===== config.mk =====
export PLATFORM = sky130hd
export DESIGN_NAME = udp_tx_arbiter
export DESIGN_NICKNAME = d
export VERILOG_FILES = /design/src/rtl/udp_tx_arbiter.sv
export SDC_FILE = /design/constraint.sdc
export NUM_CORES = 1
export LEC_CHECK = 0
export BUFFER_PORTS_ARGS = -buffer_cell sky130_fd_sc_hd__buf_2
export CORE_UTILIZATION = 55
export CTS_CLUSTER_DIAMETER = 40
export DETAILED_ROUTE_END_ITERATION = 12
export PLACE_DENSITY = 0.95
export SKIP_LAST_GASP = 1
export SLEW_MARGIN = 20
export SYNTH_ARGS = -nofsm -noshare
export SYNTH_HDL_FRONTEND = slang
export SYNTH_SLANG_ARGS = --single-unit

===== constraint.sdc =====
create_clock -name logic_clk -period 6.25 [get_ports logic_clk]
set_input_delay 1.5625 -clock logic_clk [delete_from_list [all_inputs] [get_ports logic_clk]]
set_output_delay 1.5625 -clock logic_clk [all_outputs]
set_load 0.05 [all_outputs]

===== src/rtl/udp_tx_arbiter.sv =====
// udp_tx_arbiter: round-robin frame arbiter for a shared UDP tx path.
// Ports: logic_clk/logic_rst_n (sync, active-low); s_axis_* and s_len
// are per-requester inputs (slice i belongs to requester i); m_udp_hdr_*
// is the header handshake; m_udp_payload_axis_* is the payload stream;
// grant_idx/busy/error_len/error_timeout are status outputs.
module udp_tx_arbiter #(
  parameter int          NUM_SRC        = 4,
  parameter logic [15:0] BASE_PORT      = 16'h1000,
  parameter logic [15:0] DEST_PORT      = 16'h1000,
  parameter int          MAX_PAYLOAD    = 1472,
  parameter int          TIMEOUT_CYCLES = 4096
) (
  input  logic                       logic_clk,
  input  logic                       logic_rst_n,
  input  logic [NUM_SRC*8-1:0]       s_axis_tdata,
  input  logic [NUM_SRC-1:0]         s_axis_tvalid,
  output logic [NUM_SRC-1:0]         s_axis_tready,
  input  logic [NUM_SRC-1:0]         s_axis_tlast,
  input  logic [NUM_SRC-1:0]         s_axis_tuser,
  input  logic [NUM_SRC*16-1:0]      s_len,
  output logic                       m_udp_hdr_valid,
  input  logic                       m_udp_hdr_ready,
  output logic [15:0]                m_udp_source_port,
  output logic [15:0]                m_udp_dest_port,
  output logic [15:0]                m_udp_length,
  output logic [7:0]                 m_udp_payload_axis_tdata,
  output logic                       m_udp_payload_axis_tvalid,
  input  logic                       m_udp_payload_axis_tready,
  output logic                       m_udp_payload_axis_tlast,
  output logic                       m_udp_payload_axis_tuser,
  output logic [$clog2(NUM_SRC)-1:0] grant_idx,
  output logic                       busy,
  output logic                       error_len,
  output logic                       error_timeout
);

  localparam int IW = $clog2(NUM_SRC);
  localparam int TW = $clog2(TIMEOUT_CYCLES + 1);
  localparam logic [15:0] MAX_LEN = 16'(MAX_PAYLOAD);
  localparam logic [TW-1:0] TO_LAST = TW'(TIMEOUT_CYCLES - 1);

  if (NUM_SRC < 2 || NUM_SRC > 8) begin : g_bad_num
    $error("NUM_SRC must be 2..8");
  end
  if (MAX_PAYLOAD < 1 || MAX_PAYLOAD > 65527) begin : g_bad_max
    $error("MAX_PAYLOAD must be 1..65527");
  end
  if (TIMEOUT_CYCLES < 1) begin : g_bad_to
    $error("TIMEOUT_CYCLES must be >= 1");
  end

  typedef enum logic [2:0] {
    S_IDLE,
    S_HDR,
    S_PAYLOAD,
    S_ABORT,
    S_DRAIN
  } state_t;

  state_t        state;
  logic [IW-1:0] idx;
  logic [IW-1:0] ptr;
  logic [IW-1:0] pick;
  logic          found;
  logic [15:0]   len;
  logic [15:0]   cnt;
  logic [TW-1:0] idle_cnt;

  logic [7:0]  data_a [NUM_SRC];
  logic [15:0] len_a  [NUM_SRC];

  for (genvar g = 0; g < NUM_SRC; g++) begin : g_unpack
    assign data_a[g] = s_axis_tdata[g*8 +: 8];
    assign len_a[g]  = s_len[g*16 +: 16];
  end

  function automatic logic [IW-1:0] wrap(
    input logic [IW-1:0] base,
    input int            k
  );
    int unsigned s;
    s = int'(base) + k;
    if (s >= NUM_SRC) s = s - NUM_SRC;
    return IW'(s);
  endfunction

  // ptr is the first requester to consider next time
  always_comb begin
    found = 1'b0;
    pick  = ptr;
    for (int k = 0; k < NUM_SRC; k++) begin
      if (!found && s_axis_tvalid[wrap(ptr, k)]) begin
        found = 1'b1;
        pick  = wrap(ptr, k);
      end
    end
  end

  logic sv, sl, su;
  logic at_end, early, forced;

  assign sv = s_axis_tvalid[idx];
  assign sl = s_axis_tlast[idx];
  assign su = s_axis_tuser[idx];

  assign at_end = (cnt == len - 16'd1);
  assign early  = sl & ~at_end;
  assign forced = at_end & ~sl;

  always_comb begin
    s_axis_tready             = '0;
    m_udp_payload_axis_tdata  = 8'h00;
    m_udp_payload_axis_tvalid = 1'b0;
    m_udp_payload_axis_tlast  = 1'b0;
    m_udp_payload_axis_tuser  = 1'b0;
    unique case (state)
      S_PAYLOAD: begin
        m_udp_payload_axis_tdata  = data_a[idx];
        m_udp_payload_axis_tvalid = sv;
        m_udp_payload_axis_tlast  = sl | at_end;
        m_udp_payload_axis_tuser  = su | early | forced;
        s_axis_tready[idx] = m_udp_payload_axis_tready;
      end
      S_ABORT: begin
        m_udp_payload_axis_tvalid = 1'b1;
        m_udp_payload_axis_tlast  = 1'b1;
        m_udp_payload_axis_tuser  = 1'b1;
      end
      S_DRAIN: begin
        s_axis_tready[idx] = 1'b1;
      end
      default: ;
    endcase
  end

  assign grant_idx = idx;
  assign busy      = (state != S_IDLE);

  always_ff @(posedge logic_clk) begin
    if (!logic_rst_n) begin
      state             <= S_IDLE;
      idx               <= '0;
      ptr               <= '0;
      len               <= '0;
      cnt               <= '0;
      idle_cnt          <= '0;
      m_udp_hdr_valid   <= 1'b0;
      m_udp_source_port <= '0;
      m_udp_dest_port   <= '0;
      m_udp_length      <= '0;
      error_len         <= 1'b0;
      error_timeout     <= 1'b0;
    end else begin
      error_len     <= 1'b0;
      error_timeout <= 1'b0;
      unique case (state)
        S_IDLE: begin
          if (found) begin
            idx <= pick;
            len <= len_a[pick];
            if (len_a[pick] == 16'd0 ||
                len_a[pick] > MAX_LEN) begin
              // skip past a bad requester so it
              // cannot monopolise the grant
              error_len <= 1'b1;
              ptr       <= wrap(pick, 1);
              state     <= S_DRAIN;
            end else begin
              m_udp_source_port <= BASE_PORT + 16'(pick);
              m_udp_dest_port   <= DEST_PORT;
              m_udp_length      <= len_a[pick] + 16'd8;
              m_udp_hdr_valid   <= 1'b1;
              state             <= S_HDR;
            end
          end
        end
        S_HDR: begin
          if (m_udp_hdr_ready) begin
            m_udp_hdr_valid <= 1'b0;
            ptr             <= wrap(idx, 1);
            cnt             <= '0;
            idle_cnt        <= '0;
            state           <= S_PAYLOAD;
          end
        end
        S_PAYLOAD: begin
          if (sv) begin
            idle_cnt <= '0;
            if (m_udp_payload_axis_tready) begin
              if (sl | at_end) begin
                error_len <= early | forced;
                state     <= forced ? S_DRAIN : S_IDLE;
              end else begin
                cnt <= cnt + 16'd1;
              end
            end
          end else if (idle_cnt == TO_LAST) begin
            state <= S_ABORT;
          end else begin
            idle_cnt <= idle_cnt + TW'(1);
          end
        end
        S_ABORT: begin
          if (m_udp_payload_axis_tready) begin
            error_timeout <= 1'b1;
            state         <= S_DRAIN;
          end
        end
        S_DRAIN: begin
          if (sv & sl) state <= S_IDLE;
        end
        default: state <= S_IDLE;
      endcase
    end
  end

endmodule


==> metrics.txt <==
# TYPE chip_impl_metric gauge
chip_impl_info{name="outcome",value="finished clean"} 1
chip_impl_metric{name="layout.filler_cells",unit=""} 727
chip_impl_metric{name="yosysSeqAreaShare",unit=""} 0.287
chip_impl_metric{name="finish.instance_area",unit="µm²"} 5990
chip_impl_metric{name="seq_power_share",unit=""} 0.296
chip_impl_metric{name="dpl-instance-area",unit="µm²"} 5790
chip_impl_metric{name="timing.final.crit_share",unit=""} 0.876
chip_impl_info{name="timing.critical_path.mode_cell",value="sky130_fd_sc_hd__nor2_1"} 1
chip_impl_metric{name="final-max-slew-violation-count",unit=""} 0
chip_impl_metric{name="worst_ep_arrival_time",unit="ns"} 3.91
chip_impl_metric{name="core_area",unit="µm²"} 9150
chip_impl_metric{name="total_switching_power",unit="mW"} 1.07
chip_impl_info{name="critPathKind",value="flop to output pin"} 1
chip_impl_metric{name="detail_route.iter0.violations",unit=""} 324
chip_impl_metric{name="initial_utilization",unit=""} 0.565
chip_impl_metric{name="comb_power_share",unit=""} 0.539
chip_impl_metric{name="cap_violations",unit=""} 0
chip_impl_metric{name="critical-path-max-stage-delay",unit="ns"} 0.61
chip_impl_metric{name="drt.antenna.violating_nets",unit=""} 0
chip_impl_metric{name="timing.clock.skew",unit="ns"} 0.0119
chip_impl_info{name="postSynth.topFlopCell",value="sky130_fd_sc_hd__dfxtp_1"} 1
chip_impl_metric{name="timing_worst_slew_pin_value",unit="ns"} 0.988
chip_impl_metric{name="cts_max_level",unit=""} 3
chip_impl_metric{name="grtUsageTotal",unit=""} 0.274
chip_impl_metric{name="chipHeight",unit="µm"} 98.9
chip_impl_metric{name="ioPinCount",unit=""} 181
chip_impl_metric{name="grt_antenna_before_repair",unit=""} 0
chip_impl_metric{name="port_buffers",unit=""} 152
chip_impl_metric{name="dpl.hpwl",unit="mm"} 9.91
chip_impl_metric{name="grt_max_degree",unit=""} 64
chip_impl_metric{name="drt-pass1-iter-count",unit=""} 7
chip_impl_metric{name="postSynthRegisterBits",unit=""} 74
chip_impl_metric{name="vias_in_the_first_global_route",unit=""} 4611
chip_impl_metric{name="worstSkewPairLatency",unit="ns"} 0.35
chip_impl_metric{name="cts.repair_timing.setup_buffer_count",unit=""} 0
chip_impl_metric{name="grt_pass1_wl",unit="mm"} 21.5
chip_impl_metric{name="drt-vias-per-instance",unit=""} 5.73
chip_impl_info{name="worstPathCellList",value="nor2_1 -> nor4b_1 -> nor2b_1 -> nand2_1 -> xnor2_1 -> nand3b_1 -> a2111oi_0 -> o2111ai_1 -> ha_1 -> nor4_1 -> nor2_1 -> buf_2"} 1
chip_impl_info{name="critical_path.slowest_cell",value="sky130_fd_sc_hd__a2111oi_0"} 1
chip_impl_metric{name="n_antenna_cell",unit=""} 0
chip_impl_metric{name="cts_inserted_buffers",unit=""} 9
chip_impl_metric{name="row_count",unit=""} 35
chip_impl_metric{name="finalWirelength",unit="mm"} 13.3
chip_impl_metric{name="wl_per_cell",unit="µm"} 15.2
chip_impl_metric{name="post_route_cells_drive_above_1_share",unit=""} 0.259
chip_impl_metric{name="leakage_power",unit="nW"} 2.75
chip_impl_info{name="type_of_origin_of_the_critical_path",value="flop"} 1
chip_impl_metric{name="clk_pin_slew_worst_paths",unit="ns"} 0.09
chip_impl_metric{name="post_synth_inst_count",unit=""} 631
chip_impl_metric{name="achievable-frequency",unit="GHz"} 0.183
chip_impl_metric{name="cts.sink_count",unit=""} 74
chip_impl_info{name="cts_tree",value="yes"} 1
chip_impl_metric{name="final_cells",unit=""} 873
chip_impl_metric{name="max-slew-margin-rel",unit=""} 0.340
chip_impl_metric{name="synth-edff-count",unit=""} 0
chip_impl_metric{name="cts_repair_resize_count",unit=""} 0
chip_impl_metric{name="ir_drop",unit="V"} 0.000232
chip_impl_metric{name="route.detailed.drc",unit=""} 0
chip_impl_metric{name="timing_hold_violations_final",unit=""} 0
chip_impl_metric{name="internal-power",unit="mW"} 1.19
chip_impl_metric{name="holdBufCountCts",unit=""} 0
chip_impl_info{name="holdCritPathClass",value="flop to flop"} 1
chip_impl_metric{name="routed-via-count",unit=""} 5003
chip_impl_info{name="setup.worst_path.end_class",value="output pin"} 1
chip_impl_metric{name="critical_path_peak_fanout",unit=""} 7
chip_impl_metric{name="die_width",unit="µm"} 98.9
chip_impl_metric{name="final_layout_net_count",unit=""} 876
chip_impl_metric{name="cellPowerDensity",unit="nW/µm²"} 377
chip_impl_metric{name="flow.area_growth_from_synthesis",unit="%"} 15.9
chip_impl_metric{name="die_area",unit="µm²"} 9790
chip_impl_metric{name="share_clk_of_total_power",unit=""} 0.166
chip_impl_metric{name="switching_share",unit=""} 0.473
chip_impl_metric{name="cts_buffer_depth",unit=""} 2
chip_impl_metric{name="async_flop_share",unit=""} 0
chip_impl_metric{name="global_route.overflow_total",unit=""} 0
chip_impl_metric{name="period_minus_slack",unit="ns"} 5.48
chip_impl_info{name="ctsRootBufferMaster",value="sky130_fd_sc_hd__clkbuf_8"} 1
chip_impl_metric{name="crit_required",unit="ns"} 4.69
chip_impl_metric{name="place.detailed.instances",unit=""} 857
chip_impl_metric{name="synth_cell_types",unit=""} 67
chip_impl_metric{name="routabilityCongestion",unit=""} 0.848
chip_impl_metric{name="synth.yosys.warnings",unit=""} 0
chip_impl_metric{name="setup_viol",unit=""} 0
chip_impl_metric{name="average_size_of_a_mapped_cell",unit="µm²"} 8.19
chip_impl_info{name="unrepaired_setup_endpoints_after_global_routing",value="false"} 1
chip_impl_metric{name="area_of_the_mapped_netlist",unit="µm²"} 5170
chip_impl_metric{name="totalNegativeSetupSlack",unit="ns"} 0
flip-flops by register name, indices dropped and copies added, names as in the netlist:
signal	flops
cnt	16
error_len	1
error_timeout	1
grant_idx	2
idle_cnt	13
len	16
m_udp_hdr_valid	1
m_udp_length	16
m_udp_source_port	3
ptr	2
state	3
final timing paths:
path	slack, ns	cells past startpoint	start	end
worst max-delay path	0.77	12	len[2]	m_udp_payload_axis_tuser
worst max register to register	2.05	18	len[0]	cnt[13]
worst min-delay path	0.48	2	m_udp_length[10]	m_udp_length[10]
worst min register to register	0.48	2	m_udp_length[10]	m_udp_length[10]
cells by family after synthesis:
logic type,share of synthesized area
AOI/OAI and AO/OA,0.152
xor gates and xnor gates,0.0813
adders and majority gates,0.0169
buffers and inverters,0.0886
DFF,0.287
muxes,0.119
other,0.000726
and+or+nand+nor,0.255
cell usage after synthesis, types with 4 or more instances:
cell type	n	area, µm²
sky130_fd_sc_hd__mux4_2	11	248
sky130_fd_sc_hd__nand2b_1	10	62.6
sky130_fd_sc_hd__buf_6	4	45.0
sky130_fd_sc_hd__xnor2_1	24	210
sky130_fd_sc_hd__buf_2	6	30.0
sky130_fd_sc_hd__o21ai_0	21	105
sky130_fd_sc_hd__clkbuf_1	25	93.8
sky130_fd_sc_hd__dfxtp_1	74	1480
sky130_fd_sc_hd__mux2i_1	32	320
sky130_fd_sc_hd__nand2_1	94	353
sky130_fd_sc_hd__o31ai_1	5	37.5
sky130_fd_sc_hd__nor2_1	46	173
sky130_fd_sc_hd__nand3_1	15	75.1
sky130_fd_sc_hd__nand3b_1	5	37.5
sky130_fd_sc_hd__a211oi_1	9	67.6
sky130_fd_sc_hd__inv_1	16	60.1
sky130_fd_sc_hd__nor3_1	8	40.0
sky130_fd_sc_hd__buf_4	30	225
sky130_fd_sc_hd__nor4_1	6	37.5
sky130_fd_sc_hd__o211ai_1	6	45.0
sky130_fd_sc_hd__ha_1	7	87.6
sky130_fd_sc_hd__xor2_1	24	210
sky130_fd_sc_hd__a21oi_1	17	85.1
sky130_fd_sc_hd__a31oi_1	5	31.3
sky130_fd_sc_hd__and2_1	12	75.1
sky130_fd_sc_hd__o31a_1	9	78.8
sky130_fd_sc_hd__nor2b_1	12	75.1
sky130_fd_sc_hd__and3_1	21	131
sky130_fd_sc_hd__nand4_1	8	50.1
sky130_fd_sc_hd__a21boi_0	14	105
power by group through the flow:
stage	registers (mW)	clock network, mW	logic [mW]
floorplan	0.656	0	0.980
global placement	0.670	0	1.15
detailed placement	0.675	0	1.19
CTS	0.665	0.376	1.20
global route	0.682	0.399	1.33
finish	0.668	0.374	1.22
routing by layer:
| layer | global-route usage | routed length [µm] | up-vias |
|---|---|---|---|
| li1 | - | - | 2416 |
| met1 | 0.340 | 5640 | 2344 |
| met4 | 0.135 | 331 | 0 |
| met5 | 0 | 0 | - |
| met2 | 0.456 | 6500 | 210 |
| met3 | 0.0489 | 791 | 33 |
per-stage QoR:
| stage | setup WS (ns) | total power [mW] | hold slack, ns | util |
|---|---|---|---|---|
| final | 0.775 | 2.26 | 0.482 | 0.654 |
| after global routing | 0.350 | 2.41 | 0.488 | 0.654 |
| after CTS | 0.799 | 2.24 | 0.479 | 0.654 |
| after detailed placement | 0.952 | 1.86 | 0.450 | 0.632 |
| after global placement | 1.07 | 1.82 | 0.446 | 0.632 |
| after floorplan | 1.52 | 1.64 | 0.454 | - |
layout by cell type, fill, tap and decap left out, drive strengths merged, types with 11 or more instances in the layout:
cell type,n
nor2b,12
a21boi,16
a21oi,17
mux2i,33
nand3,16
dfxtp,74
and3,21
conb,28
nand2,94
o21ai,22
a211oi,13
xor2,24
and2,12
mux4,11
nor2,46
buf,154
inv,18
xnor2,24
worst max-delay path: cells and delay by family, from the launching register on:
family,cells,cell delay [ns]
AO/OA/AOI/OAI,2,0.97
XOR/XNOR,1,0.15
adder cells (fa/ha/maj),1,0.29
buffers and inverters,1,0.21
flip-flops,1,0.37
AND/OR/NAND/NOR,7,1.56
final cells by class:
cell class / instances / area [µm²] / share of cell area
inverter: 16 / 60.1 / 0.0100
sequential: 74 / 1480 / 0.247
clock inverter: 7 / 77.6 / 0.0130
timing repair buffer: 154 / 776 / 0.130
tap: 111 / 139 / 0.0232
clock buffer: 9 / 124 / 0.0207
multi-input combinational: 502 / 3330 / 0.556
Power figures use the tool's default switching activity.
